<file path="config.mk">
export PLATFORM = sky130hd
export DESIGN_NAME = sipo_6bit_deserializer_flat
export DESIGN_NICKNAME = d
export VERILOG_FILES = /design/src/rtl/sipo_6bit_deserializer_if.sv /design/src/rtl/sipo_6bit_deserializer.sv /design/src/flat_wrapper.sv
export SDC_FILE = /design/constraint.sdc
export NUM_CORES = 1
export LEC_CHECK = 0
export ABC_AREA = 0
export BUFFER_PORTS_ARGS = -buffer_cell sky130_fd_sc_hd__buf_2
export CAP_MARGIN = 20
export CORE_MARGIN = 2
export CORE_UTILIZATION = 42
export CTS_BUF_LIST = sky130_fd_sc_hd__clkbuf_4
export CTS_CLUSTER_SIZE = 20
export DETAILED_ROUTE_END_ITERATION = 8
export PLACE_DENSITY_LB_ADDON = 0.1
export SLEW_MARGIN = 30
export SYNTH_ARGS = -nofsm -noshare
export SYNTH_HDL_FRONTEND = slang
export SYNTH_SLANG_ARGS = --single-unit
</file>
<file path="constraint.sdc">
create_clock -name clk -period 1.2 [get_ports clk]
set_input_delay 0.12 -clock clk [delete_from_list [all_inputs] [get_ports clk]]
set_output_delay 0.12 -clock clk [all_outputs]
set_load 0.1 [all_outputs]
</file>
<file path="src/rtl/sipo_6bit_deserializer_if.sv">
// Serial receive / parallel handshake bundle for sipo_6bit_deserializer.
// SIPO_PARITY_EN adds the parity_err output.
interface sipo_6bit_deserializer_if #(
  parameter int WIDTH = 6
);
  logic             si;
  logic             si_valid;
  logic             clear;
  logic             a_ack;
  logic [WIDTH-1:0] A;
  logic             a_valid;
  logic             overrun;
  logic [2:0]       cnt;
`ifdef SIPO_PARITY_EN
  logic             parity_err;

  modport master (
    output si, si_valid, clear, a_ack,
    input  A, a_valid, overrun, cnt, parity_err
  );
  modport slave (
    input  si, si_valid, clear, a_ack,
    output A, a_valid, overrun, cnt, parity_err
  );
`else
  modport master (
    output si, si_valid, clear, a_ack,
    input  A, a_valid, overrun, cnt
  );
  modport slave (
    input  si, si_valid, clear, a_ack,
    output A, a_valid, overrun, cnt
  );
`endif
endinterface

</file>
<file path="src/rtl/sipo_6bit_deserializer.sv">
// Serial-in/parallel-out word receiver with valid/ack holding register.
// Define SIPO_PARITY_EN for a trailing even-parity bit and parity_err.
module sipo_6bit_deserializer #(
  parameter int WIDTH     = 6,
  parameter bit MSB_FIRST = 1'b1
) (
  input logic clk,
  input logic Reset,
  sipo_6bit_deserializer_if.slave bus
);
`ifdef SIPO_PARITY_EN
  localparam int FRAME = WIDTH + 1;
`else
  localparam int FRAME = WIDTH;
`endif
  localparam int CW = $clog2(FRAME);

  typedef enum logic {IDLE, SHIFT} state_e;

  state_e           state_q;
  logic [WIDTH-1:0] sr_q;
  logic [WIDTH-1:0] sr_d;
  logic [WIDTH-1:0] sr_base;
  logic [WIDTH-1:0] word;
  logic [CW-1:0]    cnt_q;
  logic [WIDTH-1:0] a_q;
  logic             a_valid_q;
  logic             overrun_q;
  logic             par_q;
  logic             last;
  logic             data_bit;
  logic             blocked;

  assign last     = int'(cnt_q) == FRAME - 1;
  assign data_bit = int'(cnt_q) < WIDTH;
  assign blocked  = a_valid_q && !bus.a_ack;

  // A frame always starts from an empty register, so nothing stale leaks in.
  always_comb begin
    sr_base = (state_q == IDLE) ? '0 : sr_q;
    sr_d    = sr_base;
    if (MSB_FIRST)
      sr_d = {sr_base[WIDTH-2:0], bus.si};
    else
      sr_d = {bus.si, sr_base[WIDTH-1:1]};
  end

`ifdef SIPO_PARITY_EN
  assign word = sr_q;
`else
  assign word = sr_d;
`endif

  always_ff @(posedge clk) begin
    if (!Reset) begin
      state_q   <= IDLE;
      sr_q      <= '0;
      cnt_q     <= '0;
      a_q       <= '0;
      a_valid_q <= 1'b0;
      overrun_q <= 1'b0;
      par_q     <= 1'b0;
    end else begin
      if (bus.a_ack)
        a_valid_q <= 1'b0;
      if (bus.clear) begin
        state_q <= IDLE;
        sr_q    <= '0;
        cnt_q   <= '0;
      end else if (bus.si_valid) begin
        if (last) begin
          state_q <= IDLE;
          sr_q    <= '0;
          cnt_q   <= '0;
          if (blocked) begin
            overrun_q <= 1'b1;
          end else begin
            a_q       <= word;
            a_valid_q <= 1'b1;
            par_q     <= ^sr_q ^ bus.si;
          end
        end else begin
          state_q <= SHIFT;
          cnt_q   <= cnt_q + CW'(1);
          if (data_bit)
            sr_q <= sr_d;
        end
      end
    end
  end

  assign bus.A       = a_q;
  assign bus.a_valid = a_valid_q;
  assign bus.overrun = overrun_q;
  assign bus.cnt     = 3'(cnt_q);
`ifdef SIPO_PARITY_EN
  assign bus.parity_err = par_q;
`else
  logic unused_par;
  assign unused_par = par_q;
`endif

endmodule
</file>
<file path="src/flat_wrapper.sv">
// flat-port wrapper written by rule: the top's interface ports become plain ports
module sipo_6bit_deserializer_flat 
#(
  parameter int WIDTH     = 6,
  parameter bit MSB_FIRST = 1'b1
)
  (clk, Reset, bus_si, bus_si_valid, bus_clear, bus_a_ack, bus_A, bus_a_valid, bus_overrun, bus_cnt);
  sipo_6bit_deserializer_if #(.WIDTH(WIDTH)) bus_i ();
  input logic clk;
  input logic Reset;
  input wire logic [$bits(bus_i.si)-1:0] bus_si;
  input wire logic [$bits(bus_i.si_valid)-1:0] bus_si_valid;
  input wire logic [$bits(bus_i.clear)-1:0] bus_clear;
  input wire logic [$bits(bus_i.a_ack)-1:0] bus_a_ack;
  output wire logic [$bits(bus_i.A)-1:0] bus_A;
  output wire logic [$bits(bus_i.a_valid)-1:0] bus_a_valid;
  output wire logic [$bits(bus_i.overrun)-1:0] bus_overrun;
  output wire logic [$bits(bus_i.cnt)-1:0] bus_cnt;
  assign bus_i.si = bus_si;
  assign bus_i.si_valid = bus_si_valid;
  assign bus_i.clear = bus_clear;
  assign bus_i.a_ack = bus_a_ack;
  assign bus_A = bus_i.A;
  assign bus_a_valid = bus_i.a_valid;
  assign bus_overrun = bus_i.overrun;
  assign bus_cnt = bus_i.cnt;
  sipo_6bit_deserializer #(.WIDTH(WIDTH), .MSB_FIRST(MSB_FIRST)) u_core (.clk(clk), .Reset(Reset), .bus(bus_i));
endmodule
</file>
# [Word level (Yosys, flattened, before mapping)]
# Cells that the tools add are included.
[classes] add_sub_neg=1 order_cmp=1 n_eq_ne=1 mux=10 bitwise=3 n_reduce_logical=7
[ops] op="$mux 5" count=3
[ops] op="$reduce_and 4->1" count=2
[ops] op="$mux 1" count=6
[ops] op="$add 3x1->3 const B" count=1
[ops] op="$eq 3x3->1 const B" count=1
[ops] op="$lt 3x3->1 const B" count=1
[ops] op="$mux 3" count=1
[ops] op="$not 1->1" count=3
[ops] op="$reduce_and 2->1" count=1
[ops] op="$reduce_bool 2->1" count=1
[ops] op="$reduce_or 2->1" count=1
[ops] op="$logic_and 1x1->1" count=1
[ops] op="$logic_not 1->1" count=1
[totals] regBits=17 inputBits=6 output_inout_bits=11

# [Depth between registers and ports, before layout]
# Gate-level depths: netlist of run 1.
[depth] word_depth=6 ltp_mapped=3 ltp_nobuf=3

# [Worst setup path after synthesis of run 1]
# Ideal clock, no wire load.
[synth_timing] kind="reg2reg" start="reg u_core.cnt_q[2] (netlist: u_core.bus.cnt[2])" end="reg u_core.a_q[0] (netlist: u_core.bus.A[0])" setup_ns=0.072 t_arrival_ns=1.819 t_required_ns=1.128 path_slack_ns=-0.691 path_stages_with_launch=4 path_cell_list="dfxtp_1 > nand4b_4 > nor3_4 > mux2i_1"
[synth_via] elab_chain_len=2
[synth_rtl] element="from (decl)" line_no="sipo_6bit_deserializer.sv:25" rtl="logic [CW-1:0] cnt_q;"
[synth_rtl] element="from (signal assigned)" line_no="sipo_6bit_deserializer.sv:84" rtl="cnt_q <= cnt_q + CW'(1);"
[synth_rtl] element="$eq 3x3->1" line_no="sipo_6bit_deserializer.sv:34" rtl="assign last = int'(cnt_q) == FRAME - 1;"
[synth_rtl] element="$reduce_and 4->1 (no line)"
[synth_rtl] element="to (signal assigned)" line_no="sipo_6bit_deserializer.sv:78" rtl="a_q <= word;"
[synth_rtl] element="to (decl)" line_no="sipo_6bit_deserializer.sv:26" rtl="logic [WIDTH-1:0] a_q;"
# No other way between the ends.
# A chain may end at the register's enable or synchronous reset.

# [Final worst setup path of run 1]
[layout_timing] start="reg u_core.cnt_q[2] (netlist: u_core.bus.cnt[2])" end="reg u_core.sr_q[0]"
[layout_via] elab_chain_len=3 word_cells_on_any_way=5
[layout_rtl] element="$lt 3x3->1 / $eq 3x3->1 (equally long branches)" line_no="sipo_6bit_deserializer.sv:35, sipo_6bit_deserializer.sv:34"
[layout_rtl] element="$reduce_bool 2->1 (no line)"
[layout_rtl] element="$reduce_and 2->1 (no line)"
[layout_rtl] element="to (signal assigned)" line_no="sipo_6bit_deserializer.sv:86" rtl="sr_q <= sr_d;"
[layout_rtl] element="to (decl)" line_no="sipo_6bit_deserializer.sv:21" rtl="logic [WIDTH-1:0] sr_q;"
# Several ways; a longest one is shown, not always the timed one.

==> results of run 1 <==
where the power goes:
| part | switching (mW) | total, mW | internal [mW] |
|---|---|---|---|
| registers | 0.00871 | 0.570 | 0.562 |
| logic | 0.0483 | 0.0777 | 0.0294 |
| clock network | 0.174 | 0.297 | 0.124 |
| total | 0.231 | 0.945 | 0.715 |
layout by cell type (no fill, tap or decap):
cell / synthesis / layout
a311o_1: 1 / 1
nor3_4: 1 / 1
nand2_1: 12 / 12
dfxtp_4: 0 / 4
a21oi_1: 1 / 1
o21a_1: 1 / 1
a21oi_2: 1 / 1
a21bo_2: 1 / 1
nor2b_1: 1 / 1
o21ai_1: 1 / 1
buf_2: 0 / 5
o31ai_1: 1 / 1
nand4b_4: 1 / 1
nor2_1: 9 / 9
xnor2_1: 1 / 1
inv_1: 2 / 2
dfxtp_1: 17 / 13
clkinv_2: 0 / 1
nand2b_1: 1 / 1
o21ai_0: 1 / 1
a32oi_1: 4 / 4
and2_2: 1 / 1
buf_12: 0 / 4
mux2i_1: 7 / 7
buf_4: 0 / 3
clkbuf_4: 0 / 11
or3_1: 1 / 1
nand3_1: 5 / 5
flip-flops by register name, summed over array words and instances, names as in the netlist:
signal              cells
u_core.bus.A            6
u_core.bus.a_valid      1
u_core.bus.cnt          3
u_core.bus.overrun      1
u_core.sr_q             5
u_core.state_q          1
layout make-up:
type                            instances  area [um^2]
Clock buffer                            3        22.52
Clock inverter                          1        5.005
Tap cell                               16        20.02
Inverter                                2        7.507
Sequential cell                        17        355.3
Multi-Input combinational cell         52        342.8
Fill cell                             145        583.1
Timing Repair Buffer                   20        187.7
cell usage after synthesis:
master	n	share of area, %
a32oi_1	4	5.0
nand3_1	5	3.6
nor2_1	9	4.8
nand2_1	12	6.5
a21oi_1	1	0.72
dfxtp_1	17	49
nor3_4	1	2.3
nand2b_1	1	0.90
mux2i_1	7	10
nand4b_4	1	3.4
clkbuf_1	2	1.1
inv_1	2	1.1
o21ai_1	1	0.72
a311o_1	1	1.4
or3_1	1	0.90
xnor2_1	1	1.3
nor2b_1	1	0.90
and2_2	1	1.1
a21oi_2	1	1.3
a21bo_2	1	1.4
o21ai_0	1	0.72
o21a_1	1	1.1
o31ai_1	1	1.1
path summary, 6_finish.rpt:
path                            from                 end  cells after the start
setup / recovery   u_core.bus.cnt[2]      u_core.sr_q[0]                      3
setup reg to reg   u_core.bus.cnt[2]      u_core.sr_q[0]                      3
hold reg to reg   u_core.bus.overrun  u_core.bus.overrun                      2
hold / removal                bus_si     u_core.bus.A[0]                      3
metal layers:
metal  global-route usage (%)  vias up  wire length (um)
met1                    18.99      257               636
li1                         -      301                 -
met4                    10.59        0                21
met2                    21.74       10               571
met3                    4.000        2                48
met5                        0        -                 0
worst register-to-register path, cell delays in order, from the launching register on:
cell	delay, ns
dfxtp_4	0.37
a21bo_2	0.25
a311o_1	0.30
a21oi_2	0.13
per-stage QoR:
step | hold WS, ns | total power [mW] | setup TNS (ns) | utilization, %
after floorplan | 0.2208 | 0.6265 | -0.5691 | -
after global placement | 0.3783 | 0.6610 | 0 | 58.62
after detailed placement | 0.3852 | 0.6619 | 0 | 58.62
after CTS | 0.06900 | 0.9665 | 0 | 60.43
after global routing | 0.07173 | 1.004 | -0.0006415 | 61.74
final | 0.08134 | 0.9455 | 0 | 61.74
cell families (layout without fill, tap and decap cells):
kind of cell,Yosys count,in the layout,share of synthesized area [%]
multiplexers,7,7,10.04
XOR/XNOR,1,1,1.255
AND/OR/NAND/NOR,32,32,24.37
AO/OA/AOI/OAI,12,12,13.44
buffers and inverters,4,26,2.151
flip-flops,17,17,48.75
what timing repair did:
action                                  4_1_cts  5_1_grt
endpoints found under the setup margin        0        9
resized for setup                             0        8
endpoints found under the hold margin         0        0
==> reports/results.txt, run 1 <==
Final min period -> 1.102 ns
Setup Viol. Count Final -> 0
First-pass GRT wire length -> 2097 um
Layout Cells excl Fill -> 111
Fmax -> 0.9076 GHz
Initial antenna violation count -> 0
Root buffer cell -> clkbuf_4
Critical path launch point type -> flop
Top delay family on crit path -> compound AO/OA/AOI/OAI gates
Die height -> 44.77 um
Slew HR -> 75.44%
Buffers & Inverters on Critical Path -> 0
Synth warn -> 0
DRT Pass-1 Iters -> 4
Crit path max fanout -> 6
Share of post-route cells with drive strength above 1 -> 34.74%
Critical-path top delay cell -> dfxtp_4
Clock transition at path regs -> 0.10 ns
Number of global-route vias before repair -> 487
CP required -> 1.42 ns
WL per Instance -> 11.51 um
Placed insts -> 107
Post-route cell area -> 940.9 um^2
Layout area overhead -> 34.77%
Core area -> 1524 um^2
PortBufs -> 16
Mapped Cells -> 73
Antenna Cells -> 0
Final setup margin -> 0.09814 ns
Cell Area, Synth -> 698.2 um^2
RSZ-0062 raised after global routing -> true
Critical Path, Cell by Cell -> a21bo_2, a311o_1, a21oi_2
Leakage -> 0.3626 nW
Worst reg-to-reg setup slack -> 0.1 ns
Max-cap check violation count -> 0
Drt initial violations -> 11
Die Wd -> 44.77 um
DP Area -> 893.4 um^2
Vias per inst -> 5.135
Final hold vios -> 0
Syn_area_per_cell -> 9.564 um^2
Sequential area share after synthesis -> 48.75%
Vias -> 570
Syn_nets -> 79
Post-layout nets -> 102
Site row count -> 14
Die area -> 2004 um^2
FF+latch count, synth -> 17
Grt ovf -> 0
All-layer global routing usage -> 14.90%
CTS Buf Count -> 3
CTS Hold Bufs -> 0
Max incr delay on CP -> 0.37 ns
I/O Pins -> 17
Initial Util -> 45.81%
Post-CTS Setup Bufs -> 0
Later-pin clock latency in the skew report -> 0.28 ns
CTS sink count -> 17
H-tree levels -> 1
Worst EP arrival -> 1.33 ns
Status -> completed
GPL Wtd Cong -> 0.7653
Slew Limit Fails -> 0
Tcrit/Tclk final -> 91.82%
Peak supply drop -> 0.0005662 V
Netlist cell types -> 23
CTS tree -> done
Post-Route Skew -> 0.003125 ns
Clock tree buffer depth -> 2
Setup crit end kind -> flop
DRC viols -> 0
Pwr Density -> 1005 nW/um^2
Least-Margin Pin Slew -> 0.3684 ns
Largest net degree at the start of global routing -> 11
Post-place setup slack -> 0.09113 ns
Worst min-delay path class -> in -> reg
Routed Antenna Nets -> 0
WL final -> 1278 um
Post-DP HPWL -> 983.3 um
Crit Path Class -> reg -> reg
(Power assumes the default switching activity.)
==> run 2, diff against run 1 <==
Settings changed: CTS_BUF_LIST sky130_fd_sc_hd__clkbuf_4 to sky130_fd_sc_hd__clkbuf_8 sky130_fd_sc_hd__clkbuf_16.
==> run 2 against run 1 <==
  * Critical path depth fell by 2
  * Register-to-register slack barely moved
  * First-iteration DRC count fell by 36%
  * Cell count did not move
  * Die area did not move
  * Worst hold slack improved by 0.036 ns
  * Highest routed layer unchanged
==> reports/results.txt, run 2 (synthesis results as in run 1) <==
DR WL met3 -> 52 um (+8.3%)
Placed insts -> 107 (unchanged)
DR top layer -> met4
Most frequent cells in the layout -> buf_2 (13), dfxtp_1 (13), nand2_1 (12), nor2_1 (9), mux2i_1 (7)
Pwr Density -> 1141 nW/um^2 (+14%)
Post-Route Skew -> 0.001279 ns (-0.001845 ns)
Setup_tns -> 0 ns (unchanged)
DP Area -> 893.4 um^2 (unchanged)
All-layer global routing usage -> 15.23% (+0.33 points)
Layout Cells excl Fill -> 111 (unchanged)
First-pass GRT wire length -> 2118 um (+1.0%)
CTS Hold Bufs -> 0 (unchanged)
Clk pwr share -> 39.5% (+8.0 points)
GPL Wtd Cong -> 0.7653 (unchanged)
Die Wd -> 44.77 um (unchanged)
Layout area overhead -> 34.59%
Setup crit end kind -> output pin
Core area -> 1524 um^2 (unchanged)
Initial Util -> 45.81% (unchanged)
Max incr delay on CP -> 0.43 ns (+0.06 ns)
Fmax -> 0.8836 GHz (-2.6%)
Slew HR -> 67.67% (-7.8 points)
DRT Pass-1 Iters -> 4 (unchanged)
Crit Path Class -> reg -> out
Worst min-delay path class -> in -> reg
Crit path max fanout -> 2 (-4)
Tot Pwr -> 1.072 mW (+13%)
CP required -> 1.08 ns (-0.34 ns)
Drt initial violations -> 7 (-4)
CTS Buf Count -> 3 (unchanged)
Met1 Wirelength -> 658 um (+3.5%)
H-tree levels -> 1 (unchanged)
Register area -> 355.3 um^2 (unchanged)
Antenna Cells -> 0 (unchanged)
Multi-input logic area -> 342.8 um^2 (unchanged)
Metal2 WL -> 552 um (-3.3%)
Layout Utilization -> 61.66% (-0.082 points)
Routed Antenna Nets -> 0 (unchanged)
Critical path launch point type -> flop
I/O Pins -> 17 (unchanged)
CTS sink count -> 17 (unchanged)
PortBufs -> 16 (unchanged)
Least-Margin Pin Slew -> 0.4883 ns (+0.1199 ns)
WL final -> 1309 um (+2.4%)
Fillcell total -> 139 (-4.1%)
Initial antenna violation count -> 0 (unchanged)
Worst EP arrival -> 1.01 ns (-0.32 ns)
Slew Limit Fails -> 0 (unchanged)
Final setup margin -> 0.06824 ns (-0.02990 ns)
Post-layout nets -> 102 (unchanged)
Post-CTS sizing -> 0 (unchanged)
WL per Instance -> 11.79 um (+2.4%)
Critical-path top delay cell -> buf_2
Number of global-route vias before repair -> 485 (-0.41%)
Status -> completed
Min Hold Slack -> 0.1171 ns (+0.03574 ns)
Final hold vios -> 0 (unchanged)
Final min period -> 1.132 ns (+0.02990 ns)
Leakage -> 0.3761 nW (+3.7%)
Later-pin clock latency in the skew report -> 0.25 ns (-0.03 ns)
Sequential share of power -> 53.3% (-7.0 points)
Peak supply drop -> 0.0006746 V (+19%)
Clock tree buffer depth -> 2 (unchanged)
Tcrit/Tclk final -> 94.31% (+2.5 points)
Setup Viol. Count Final -> 0 (unchanged)
RSZ-0062 raised after global routing -> false
Post-DP HPWL -> 983.3 um (unchanged)
Root buffer cell -> clkbuf_8
Post-CTS Setup Bufs -> 0 (unchanged)
Die area -> 2004 um^2 (unchanged)
Vias -> 574 (+0.70%)
CTS tree -> done
Sw power -> 250.1 uW (+8.3%)
Gate power share -> 7.2% (-1.0 points)
Max FFs per register -> 6 (unchanged)
Share of post-route cells with drive strength above 1 -> 34.74% (unchanged)
Critical Path, Cell by Cell -> buf_2
Site row count -> 14 (unchanged)
Sw Share -> 23.33% (-1.1 points)
Post-route cell area -> 939.7 um^2 (-0.13%)
Largest net degree at the start of global routing -> 11 (unchanged)
Die height -> 44.77 um (unchanged)
Top delay family on crit path -> buffers and inverters
Clock transition at path regs -> 0.07 ns (-0.03 ns)
Vias per inst -> 5.171 (+0.70%)
Buffers & Inverters on Critical Path -> 1 (+1)
DRC viols -> 0 (unchanged)
Pint -> 821.7 uW (+15%)
Post-place setup slack -> 0.09113 ns (unchanged)
Grt ovf -> 0 (unchanged)
Max-cap check violation count -> 0 (unchanged)
==> run 2: changes by cell type in the layout (fill, tap and decap cells not counted) <==
cell / before / now
buf_2: 5 / 13
clkbuf_4: 11 / 0
clkbuf_8: 0 / 3
==> run 2: final timing paths <==
path / end / cells after the start / from / slack, ns
min: u_core.bus.A[0] / 3 / bus_si / 0.12
min reg2reg: u_core.bus.overrun / 2 / u_core.bus.overrun / 0.45
max: bus_A[5] / 1 / u_core.bus.A[5] / 0.07
max reg2reg: u_core.sr_q[0] / 3 / u_core.bus.cnt[2] / 0.10
==> run 2: power groups by stage <==
stage / combinational (mW) / sequential (mW) / clock, mW
floorplan: 0.0280 / 0.598 / 0
global placement: 0.0776 / 0.583 / 0
detailed placement: 0.0782 / 0.584 / 0
CTS: 0.0786 / 0.571 / 0.437
global route: 0.0840 / 0.571 / 0.466
finish: 0.0775 / 0.571 / 0.424
==> run 2: final cells by class <==
cell class                      count  share of cell area [%]
Clock inverter                      1                  0.5326
Inverter                            2                  0.7989
Tap cell                           16                   2.130
Timing Repair Buffer               20                   17.84
Sequential cell                    17                   37.82
Clock buffer                        3                   4.394
Multi-Input combinational cell     52                   36.48
==> run 2: metal layers <==
layer  global-route usage [%]  up-vias
met5                        0        -
met4                    14.12        0
li1                         -      301
met3                    2.800        4
met1                    19.49      259
met2                    21.45       10
